**src/rtl/rd_sched_pkg.sv**
```systemverilog
// Shared definitions for the weighted round-robin read scheduler:
// descriptor layout, FSM state type and cell-count decoding.
package rd_sched_pkg;

    localparam int DESC_W   = 20;
    localparam int ADDR_LSB = 7;
    localparam int CNT_W    = 7;
    localparam int ADDR_W   = DESC_W - ADDR_LSB;

    typedef enum logic {
        S_IDLE = 1'b0,
        S_READ = 1'b1
    } state_t;

    // A zero cell count stands for the maximum frame of 128 cells, so the
    // decoded count is one bit wider and its MSB is set only for that case.
    function automatic logic [CNT_W:0] cnt_decode(input logic [CNT_W-1:0] cnt);
        return {(cnt == '0), cnt};
    endfunction

endpackage

```
**src/rtl/rd_wrr_arb.sv**
```systemverilog
// Combinational weighted round-robin winner selection. Picks the first
// eligible (non-empty, credit > 0) queue from rr_ptr upward; when no
// non-empty queue has credit it flags a reload and picks the first
// non-empty queue instead.
module rd_wrr_arb
    import rd_sched_pkg::*;
#(
    parameter int N_QUEUES = 4,
    parameter int W_BITS   = 4,
    parameter int QID_W    = $clog2(N_QUEUES)
) (
    input  logic [N_QUEUES-1:0]        empty,
    input  logic [N_QUEUES*W_BITS-1:0] credit,
    input  logic [QID_W-1:0]           rr_ptr,
    output logic                       valid,
    output logic                       reload,
    output logic [QID_W-1:0]           winner
);

    logic [N_QUEUES-1:0] eligible;
    logic [N_QUEUES-1:0] candidate;

    // A queue is eligible only while it holds data and still has credit left.
    always_comb begin
        eligible = '0;
        for (int q = 0; q < N_QUEUES; q++) begin
            eligible[q] = !empty[q] && (credit[q*W_BITS +: W_BITS] != '0);
        end
    end

    assign valid     = (empty != '1);
    assign reload    = valid && (eligible == '0);
    assign candidate = reload ? ~empty : eligible;

    // Rotating priority scan starting at rr_ptr, wrapping modulo N_QUEUES.
    always_comb begin
        int   idx;
        logic found;
        winner = '0;
        found  = 1'b0;
        idx    = 0;
        for (int i = 0; i < N_QUEUES; i++) begin
            idx = int'(rr_ptr) + i;
            if (idx >= N_QUEUES) begin
                idx = idx - N_QUEUES;
            end
            if (!found && candidate[idx]) begin
                winner = QID_W'(idx);
                found  = 1'b1;
            end
        end
    end

endmodule

```
**src/rtl/rd_sched_wrr.sv**
```systemverilog
// Per-egress-port read scheduler: pops one descriptor per frame from the
// queue chosen by weighted round robin, then issues the frame's cell reads
// one at a time with a req/gnt handshake before arbitrating again.
module rd_sched_wrr
    import rd_sched_pkg::*;
#(
    parameter int N_QUEUES = 4,
    parameter int W_BITS   = 4,
    parameter int QID_W    = $clog2(N_QUEUES)
) (
    input  logic                         clk_i,
    input  logic                         rst_ni,
    input  logic                         cfg_en_i,
    input  logic [N_QUEUES*W_BITS-1:0]   cfg_weight_i,
    input  logic [N_QUEUES-1:0]          q_empty_i,
    input  logic [N_QUEUES*DESC_W-1:0]   q_data_i,
    output logic [N_QUEUES-1:0]          q_pop_o,
    output logic                         rd_req_o,
    output logic [ADDR_W-1:0]            rd_addr_o,
    output logic [QID_W-1:0]             rd_qid_o,
    output logic                         rd_last_o,
    input  logic                         rd_gnt_i,
    output logic                         busy_o
);

    state_t                     state;
    logic [W_BITS-1:0]          credit      [N_QUEUES];
    logic [W_BITS-1:0]          credit_next [N_QUEUES];
    logic [W_BITS-1:0]          weight_eff  [N_QUEUES];
    logic [N_QUEUES*W_BITS-1:0] credit_flat;
    logic [QID_W-1:0]           rr_ptr;
    logic [QID_W-1:0]           rr_next;
    logic [ADDR_W-1:0]          addr;
    logic [CNT_W:0]             remaining;
    logic [QID_W-1:0]           qid;
    logic                       arb_valid;
    logic                       arb_reload;
    logic [QID_W-1:0]           winner;
    logic                       start_frame;
    logic [DESC_W-1:0]          desc;

    rd_wrr_arb #(
        .N_QUEUES (N_QUEUES),
        .W_BITS   (W_BITS),
        .QID_W    (QID_W)
    ) u_arb (
        .empty  (q_empty_i),
        .credit (credit_flat),
        .rr_ptr (rr_ptr),
        .valid  (arb_valid),
        .reload (arb_reload),
        .winner (winner)
    );

    // Flatten credits for the arbiter and treat a zero weight as one.
    always_comb begin
        credit_flat = '0;
        for (int q = 0; q < N_QUEUES; q++) begin
            credit_flat[q*W_BITS +: W_BITS] = credit[q];
            weight_eff[q] = (cfg_weight_i[q*W_BITS +: W_BITS] == '0)
                          ? W_BITS'(1) : cfg_weight_i[q*W_BITS +: W_BITS];
        end
    end

    assign start_frame = (state == S_IDLE) && cfg_en_i && arb_valid;
    assign desc        = q_data_i[int'(winner)*DESC_W +: DESC_W];

    // Credits after a grant: reload first if needed, then charge the winner.
    always_comb begin
        for (int q = 0; q < N_QUEUES; q++) begin
            credit_next[q] = arb_reload ? weight_eff[q] : credit[q];
            if (q == int'(winner)) begin
                credit_next[q] = credit_next[q] - 1'b1;
            end
        end
        if (credit_next[winner] == '0) begin
            rr_next = (winner == QID_W'(N_QUEUES - 1)) ? '0 : winner + 1'b1;
        end else begin
            rr_next = winner;
        end
    end

    // Pop strobe is one-hot on the winner and forced low while in reset.
    always_comb begin
        q_pop_o = '0;
        if (start_frame && rst_ni) begin
            q_pop_o[winner] = 1'b1;
        end
    end

    // Frame sequencing: latch the popped descriptor, then walk its cells.
    always_ff @(posedge clk_i or negedge rst_ni) begin
        if (!rst_ni) begin
            state     <= S_IDLE;
            rr_ptr    <= '0;
            credit    <= '{default: '0};
            addr      <= '0;
            remaining <= '0;
            qid       <= '0;
        end else begin
            case (state)
                S_IDLE: begin
                    if (start_frame) begin
                        addr      <= desc[DESC_W-1:ADDR_LSB];
                        remaining <= cnt_decode(desc[CNT_W-1:0]);
                        qid       <= winner;
                        credit    <= credit_next;
                        rr_ptr    <= rr_next;
                        state     <= S_READ;
                    end
                end
                S_READ: begin
                    if (rd_gnt_i) begin
                        addr      <= addr + 1'b1;
                        remaining <= remaining - 1'b1;
                        if (remaining == (CNT_W+1)'(1)) begin
                            state <= S_IDLE;
                        end
                    end
                end
            endcase
        end
    end

    assign rd_req_o  = (state == S_READ);
    assign busy_o    = (state == S_READ);
    assign rd_addr_o = addr;
    assign rd_qid_o  = qid;
    assign rd_last_o = (state == S_READ) && (remaining == (CNT_W+1)'(1));

endmodule

```
**config.mk**
```make
export PLATFORM = sky130hd
export DESIGN_NAME = rd_sched_wrr
export DESIGN_NICKNAME = d
export VERILOG_FILES = /design/src/rtl/rd_sched_pkg.sv /design/src/rtl/rd_wrr_arb.sv /design/src/rtl/rd_sched_wrr.sv
export SDC_FILE = /design/constraint.sdc
export NUM_CORES = 1
export LEC_CHECK = 0
export ABC_AREA = 1
export BUFFER_PORTS_ARGS = -buffer_cell sky130_fd_sc_hd__buf_2
export CAP_MARGIN = 25
export CELL_PAD_IN_SITES_DETAIL_PLACEMENT = 0
export CELL_PAD_IN_SITES_GLOBAL_PLACEMENT = 1
export CORE_ASPECT_RATIO = 0.8
export CORE_UTILIZATION = 35
export DETAILED_ROUTE_END_ITERATION = 12
export GPL_ROUTABILITY_DRIVEN = 0
export MAX_ROUTING_LAYER = met4
export PLACE_DENSITY_LB_ADDON = 0.1
export SYNTH_ARGS = -nofsm -noshare
export SYNTH_HDL_FRONTEND = slang
export SYNTH_SLANG_ARGS = --single-unit
```
**constraint.sdc**
```tcl
create_clock -name clk_i -period 3.8 [get_ports clk_i]
set_input_delay 0.19 -clock clk_i [delete_from_list [all_inputs] [get_ports clk_i]]
set_output_delay 0.19 -clock clk_i [all_outputs]
set_load 0.1 [all_outputs]
```
# Word level (Yosys, flattened, before mapping)
# Index checks and enable logic that the tools add are counted.
[word_totals] reg_bits=42 in_bits=104 output_inout_bits=22 wordCells=135
[classes] add_sub_neg=14 n_mul=1 n_lt_le_gt_ge=11 n_eq_ne=8 shift=1 mux=54 bitwise_logic=3 n_reduce_logical=34
[op_table] operator="less-than comparator 32 x 4 -> 1 bit (second input constant)" n=4
[op_table] operator="two-way mux 32 bit" n=4
[op_table] operator="greater-or-equal comparator 32 x 4 -> 1 bit (second input constant)" n=3
[op_table] operator="subtractor 32 x 4 -> 32 bit (second input constant)" n=3
[op_table] operator="indexed part select 80 x 8 -> 20 bit" n=1
[op_table] operator="two-way mux 4 bit" n=16
[op_table] operator="two-way mux 13 bit" n=2
[op_table] operator="one-hot mux 13 bit (2 select lines)" n=1
[op_table] operator="logical NOT 4 bit" n=6
[op_table] operator="two-way mux 8 bit" n=2
[op_table] operator="one-hot mux 8 bit (2 select lines)" n=1
[op_table] operator="nonzero test 4 bit" n=4
[op_table] operator="subtractor 4 x 1 -> 4 bit (second input constant)" n=4
[op_table] operator="two-way mux 1 bit" n=15
[op_table] operator="adder 13 x 1 -> 13 bit (second input constant)" n=1
[op_table] operator="logical AND 1 bit" n=13
[op_table] operator="two-way mux 2 bit" n=6
[op_table] operator="binary-select mux 1 bit (select 2 bit)" n=4
[op_table] operator="binary-select mux 4 bit (select 2 bit)" n=1
[op_table] operator="== test 8 x 1 -> 1 bit (second input constant)" n=1
[op_table] operator="subtractor 8 x 1 -> 8 bit (second input constant)" n=1
[op_table] operator="logical NOT 1 bit" n=7
[op_table] operator="logical NOT 7 bit" n=1
[op_table] operator="adder 2 x 2 -> 3 bit (second input constant)" n=2
[op_table] operator="other kinds (20)" n=23

# Longest topological paths before layout
[logic_depth] depth_word=25 ltp_mapped=31 ltp_nobuf=30

# Cells and area by module
# A second synthesis with hierarchy kept.
[unflattened] cells_unflattened=637 area_unflattened_um2=4025.1
[modules_own_cells] mod="rd_sched_wrr" n_inst=1 cells_each=560 area_per_inst_um2=3575.9
[modules_own_cells] mod="rd_wrr_arb" n_inst=1 cells_each=77 area_per_inst_um2=449.2

# Least setup slack after synthesis
# Ideal clock, no wire load.
[synth_timing] kind="register to output" from="reg credit[7] (netlist bit)" to="out q_pop_o[1]" t_arrival_ns=3.113 required_ns=3.610 path_slack_ns=0.497 path_stages_with_launch=18 path_buffers=1 cell_sequence="dfrtp_1 nor2_1 nand2_1 nand2_1 nand2_2 o21ai_1 nand3_1 nand2_1 nand2_1 nand2_1 a21oi_1 nand2_1 nand2_4 buf_8 inv_1 ha_1 inv_1 nor2_1"
[synth_between] elab_chain_cells=23 elab_cells_between_ends=36 cone_classes="order compare (2); mux (23); reduce/logical (11)"
[synth_lines] element="start: declaration" line="rd_sched_wrr.sv:27" source="logic [W_BITS-1:0] credit [N_QUEUES];"
[synth_lines] element="start signal: assignment" line="rd_sched_wrr.sv:107" source="credit <= credit_next;"
[synth_lines] element="nonzero test 4 bit *" line="rd_wrr_arb.sv:27" source="eligible[q] = !empty[q] && (credit[q*W_BITS +: W_BITS] != '0);"
[synth_lines] element="logical AND 1 bit *" line="rd_wrr_arb.sv:27"
[synth_lines] element="logical NOT 4 bit" line="rd_wrr_arb.sv:32" source="assign reload = valid && (eligible == '0);"
[synth_lines] element="logical AND 1 bit" line="rd_wrr_arb.sv:32"
[synth_lines] element="two-way mux 4 bit *" line="rd_wrr_arb.sv:33" source="assign candidate = reload ? ~empty : eligible;"
[synth_lines] element="binary-select mux 1 bit (select 2 bit)" line="rd_wrr_arb.sv:47" source="if (!found && candidate[idx]) begin"
[synth_lines] element="two-way mux 1 bit (implied by the code) (2 in a row)" line="rd_wrr_arb.sv:47"
[synth_lines] element="two-way mux 1 bit" line="rd_wrr_arb.sv:47"
[synth_lines] element="(+6 left out)"
[synth_lines] element="logical NOT 1 bit" line="rd_wrr_arb.sv:47"
[synth_lines] element="logical AND 1 bit" line="rd_wrr_arb.sv:47"
[synth_lines] element="two-way mux 2 bit *" line="rd_wrr_arb.sv:47"
[synth_lines] element="less-than comparator 2 x 3 -> 1 bit (implied by the code) or greater-or-equal comparator 2 x 1 -> 1 bit (tied branches)" line="rd_sched_wrr.sv:87" source="q_pop_o[winner] = 1'b1;"
[synth_lines] element="logical AND 1 bit (implied by the code)" line="rd_sched_wrr.sv:87"
[synth_lines] element="two-way mux 1 bit (implied by the code)" line="rd_sched_wrr.sv:87"
[synth_lines] element="demux 1 bit (select 2 bit) *" line="rd_sched_wrr.sv:87"
[synth_lines] element="two-way mux 4 bit *" line="rd_sched_wrr.sv:86" source="if (start_frame && rst_ni) begin"
[synth_lines] element="end: declaration" line="rd_sched_wrr.sv:17" source="output logic [N_QUEUES-1:0] q_pop_o,"
# Every way passes the cells marked *; elsewhere a longest branch is shown, timed or not. The select of a mux whose other input is x is not followed.

# Worst setup path after layout
[layout_timing] from="reg credit[5] (netlist bit)" to="out q_pop_o[3]"
# Same word-level chain as after synthesis.

==> out/qor.csv <==
stage,metric,value,unit
yosys,Syn Inst Count,588,
clocking,Num CTS Buffers,5,
yosys,#FFs+latches synth,42,
yosys,Synth Cell Area,3790,sq um
yosys,synth warn,0,
critical_path,R2R depth,27,
route,drt pass-1 iters,6,
floorplan,I/O pin count,126,
timing,RSZ-0062 raised after global routing,false,
timing,"Setup violations, final",0,
route,via count,4209,
yosys,number of synthesized flops with an enable pin,0,
timing,worst rel slew slack,0.492,
grt,largest net degree at the start of global routing,44,
timing,final worst setup slack,0.389,ns
clocking,worst skew pair latency,0.30,ns
cells_and_area,Util after Layout,0.449,
route,Routed WL,12.0,mm
timing,Setup TNS,0,ns
place,placed cell areas,4500,sq um
clocking,"CTS clk-pin slew, worst paths",0.06,ns
yosys,Synth area leaders,"dfrtp_1, nand2_1, nor2_1",
critical_path,CP Data Required Time,3.61,ns
timing,Final Hold Fails,38,
outcome,status,finished with violations,
cells_and_area,area grow syn2layout,23.1,%
yosys,Yosys top cell area share,0.277,
cells_and_area,Filler cells,1130,
cells_and_area,fin cells,845,
yosys,asr flop ratio synth,1.00,
route,DRT antenna net count,0,
grt,initial antenna violation count,0,
clocking,htree depth,2,
place,placed cell count,835,
grt,number of global-route vias before repair,3743,
grt,total global-route track usage,0.220,
yosys,ys flop type,dfrtp_1,
power,Worst VDD drop,0.000393,V
clocking,TritonCTS clock tree,yes,
cells_and_area,n_diodes,0,
floorplan,Row Count,33,
critical_path,flop2flop setup slack,0.45,ns
place,pre-CTS setup slack,0.367,ns
timing,Tcrit/Tclk final,0.898,
critical_path,Critical R2R Launch,credit[5],
critical_path,reg2reg end,rr_ptr[0],
yosys,synth unique cells,45,
clocking,CTS Sinks,42,
power,PwrDens,1030,nW/um^2
min_path,min-delay worst type,in2async,
place,dpl hpwl,9.06,mm
critical_path,crit-path max FO,11,
outcome,failing checks,hold timing,
cells_and_area,fin area,4670,sq um
critical_path,CP Launch Type,flop,
timing,Tmin final,3.41,ns
route,Avg WL per Cell,14.2,um
yosys,Post-Syn Nets,701,
critical_path,type of the worst setup path,reg2out,
power,Design Power,4.81,mW
cells_and_area,final net count,817,
critical_path,Crit. End Element,primary output,
timing,hold_ws,-0.0293,ns
power,Leakage Power,2.45,nW
grt,first-pass GRT wire length,19.0,mm
run,max-cap violations,0,
grt,Overflow after GRT,0,
floorplan,core footprint,10400,sq um
timing,Peak Freq,293,MHz
floorplan,Die H,95.1,um
floorplan,die width,118,um
timing,Clock Skews,0.0124,ns
clocking,clk buf depth,2,
floorplan,die area,11300,sq um
timing,Slew Limit Fails,0,
clocking,clock root cell,clkbuf_16,
yosys,dominant cell type by area after synthesis,dfrtp_1,
yosys,"Seq/Total Area, Yosys",0.277,
yosys,Avg Inst Size Synth,6.45,sq um
route,DRC viols,0,
cells_and_area,layout cell share with drive strength beyond 1,0.250,
route,DRT iter0 DRCs,270,
timing,measured slew at the worst slew-check pin,0.762,ns
floorplan,Initial Util,0.365,
place,port bufs,125,
route,Vias/cell,4.98,
clocking,cts hold-fix bufs,0,
critical_path,Critical Path AT,3.22,ns
worst max-delay path by stage:
| stage | from | endpoint | slack (ns) | depth (start not counted) |
|---|---|---|---|---|
| after floorplan | credit[7] | q_pop_o[1] | 0.50 | 17 |
| after global placement | credit[5] | rr_ptr[0] | 0.48 | 26 |
| after detailed placement | credit[5] | rr_ptr[0] | 0.37 | 26 |
| after CTS | credit[5] | rr_ptr[0] | 0.35 | 26 |
| after global routing | credit[5] | rr_ptr[0] | 0.07 | 24 |
| final | credit[5] | q_pop_o[3] | 0.39 | 19 |
critical path: stages, from the launching register on:
cell and delay [ns]:
dfrtp_1 0.40, nor2_1 0.12, nand2_1 0.13, nand2_1 0.14, nand2_2 0.09, nor2_4 0.12
nand2_1 0.08, nand2_1 0.08, nand2_1 0.08, nand2_1 0.08, nand2_1 0.06, nand2_1 0.11
a21oi_1 0.07, nand2_1 0.12, nand2_4 0.07, buf_4 0.17, nor2_4 0.34, inv_1 0.14
nor2_1 0.10, buf_2 0.43
cells in the mapped netlist, drive strengths merged, types with 5 or more instances:
master	number
nand2	180
nor2	70
inv	58
o21ai	50
dfrtp	42
nand3	40
a21oi	31
a22oi	25
buf	15
clkbuf	10
nor3	10
ha	9
a31oi	8
nand4	7
or2	6
xor2	6
xnor2	5
layout by cell type, fill, tap and decap left out, types with 3 or more instances in the layout:
cell,n
o21ai_1,11
nand4_1,6
nand2_1,170
nand2_2,8
nand3_1,35
a21oi_1,28
buf_4,9
buf_2,125
inv_1,54
a21oi_2,3
clkbuf_16,5
ha_1,9
a22oi_1,25
nor3_1,9
nand3_2,4
nor2_1,65
xnor2_1,5
a31oi_1,8
inv_2,4
dfrtp_1,42
o21ai_0,38
xor2_1,6
or2_2,4
power breakdown:
group / switching [mW] / internal, mW / total, mW / leakage (nW)
logic: 2.47 / 1.07 / 3.54 / 1.86
clock network: 0.203 / 0.248 / 0.451 / 0.0704
registers: 0.186 / 0.636 / 0.821 / 0.514
total: 2.86 / 1.95 / 4.81 / 2.45
routing by layer:
layer / GRT usage / part of all wire / vias to the layer above
met5: - / 0 / -
met4: 0.0443 / 0.0079 / 0
met3: 0.0317 / 0.060 / 10
met2: 0.322 / 0.41 / 143
met1: 0.320 / 0.52 / 1885
li1: - / - / 2171
layout make-up:
class                           count  area (sq um)  share of cell area
Inverter                           60           225              0.0482
Sequential cell                    42          1050               0.225
Multi-Input combinational cell    461          2370               0.509
Timing Repair Buffer              134           693               0.148
Clock buffer                        5           125              0.0268
Tap cell                          140           175              0.0375
Clock inverter                      3          25.0             0.00536
logic make-up (layout without fill, tap and decap cells):
| kind of cell | Yosys count | in the layout | share of synthesized area |
|---|---|---|---|
| buffers and inverters | 85 | 202 | 0.0993 |
| AOI/OAI and AO/OA | 124 | 124 | 0.193 |
| adders and majority gates | 9 | 9 | 0.0297 |
| and+or+nand+nor | 316 | 316 | 0.373 |
| xor gates and xnor gates | 11 | 11 | 0.0254 |
| muxes | 1 | 1 | 0.00264 |
| DFF | 42 | 42 | 0.277 |
state kept, by name (all words and copies together) (netlist names):
| register | flops |
|---|---|
| busy_o | 1 |
| credit | 16 |
| rd_addr_o | 13 |
| rd_qid_o | 2 |
| remaining | 8 |
| rr_ptr | 2 |
repair_timing:
item | in CTS | in global routing
buffers inserted | 0 | 2
setup endpoints to repair | 0 | 2
gates resized for setup | 0 | 2
No activity file was read; power rests on OpenSTA's default activity.
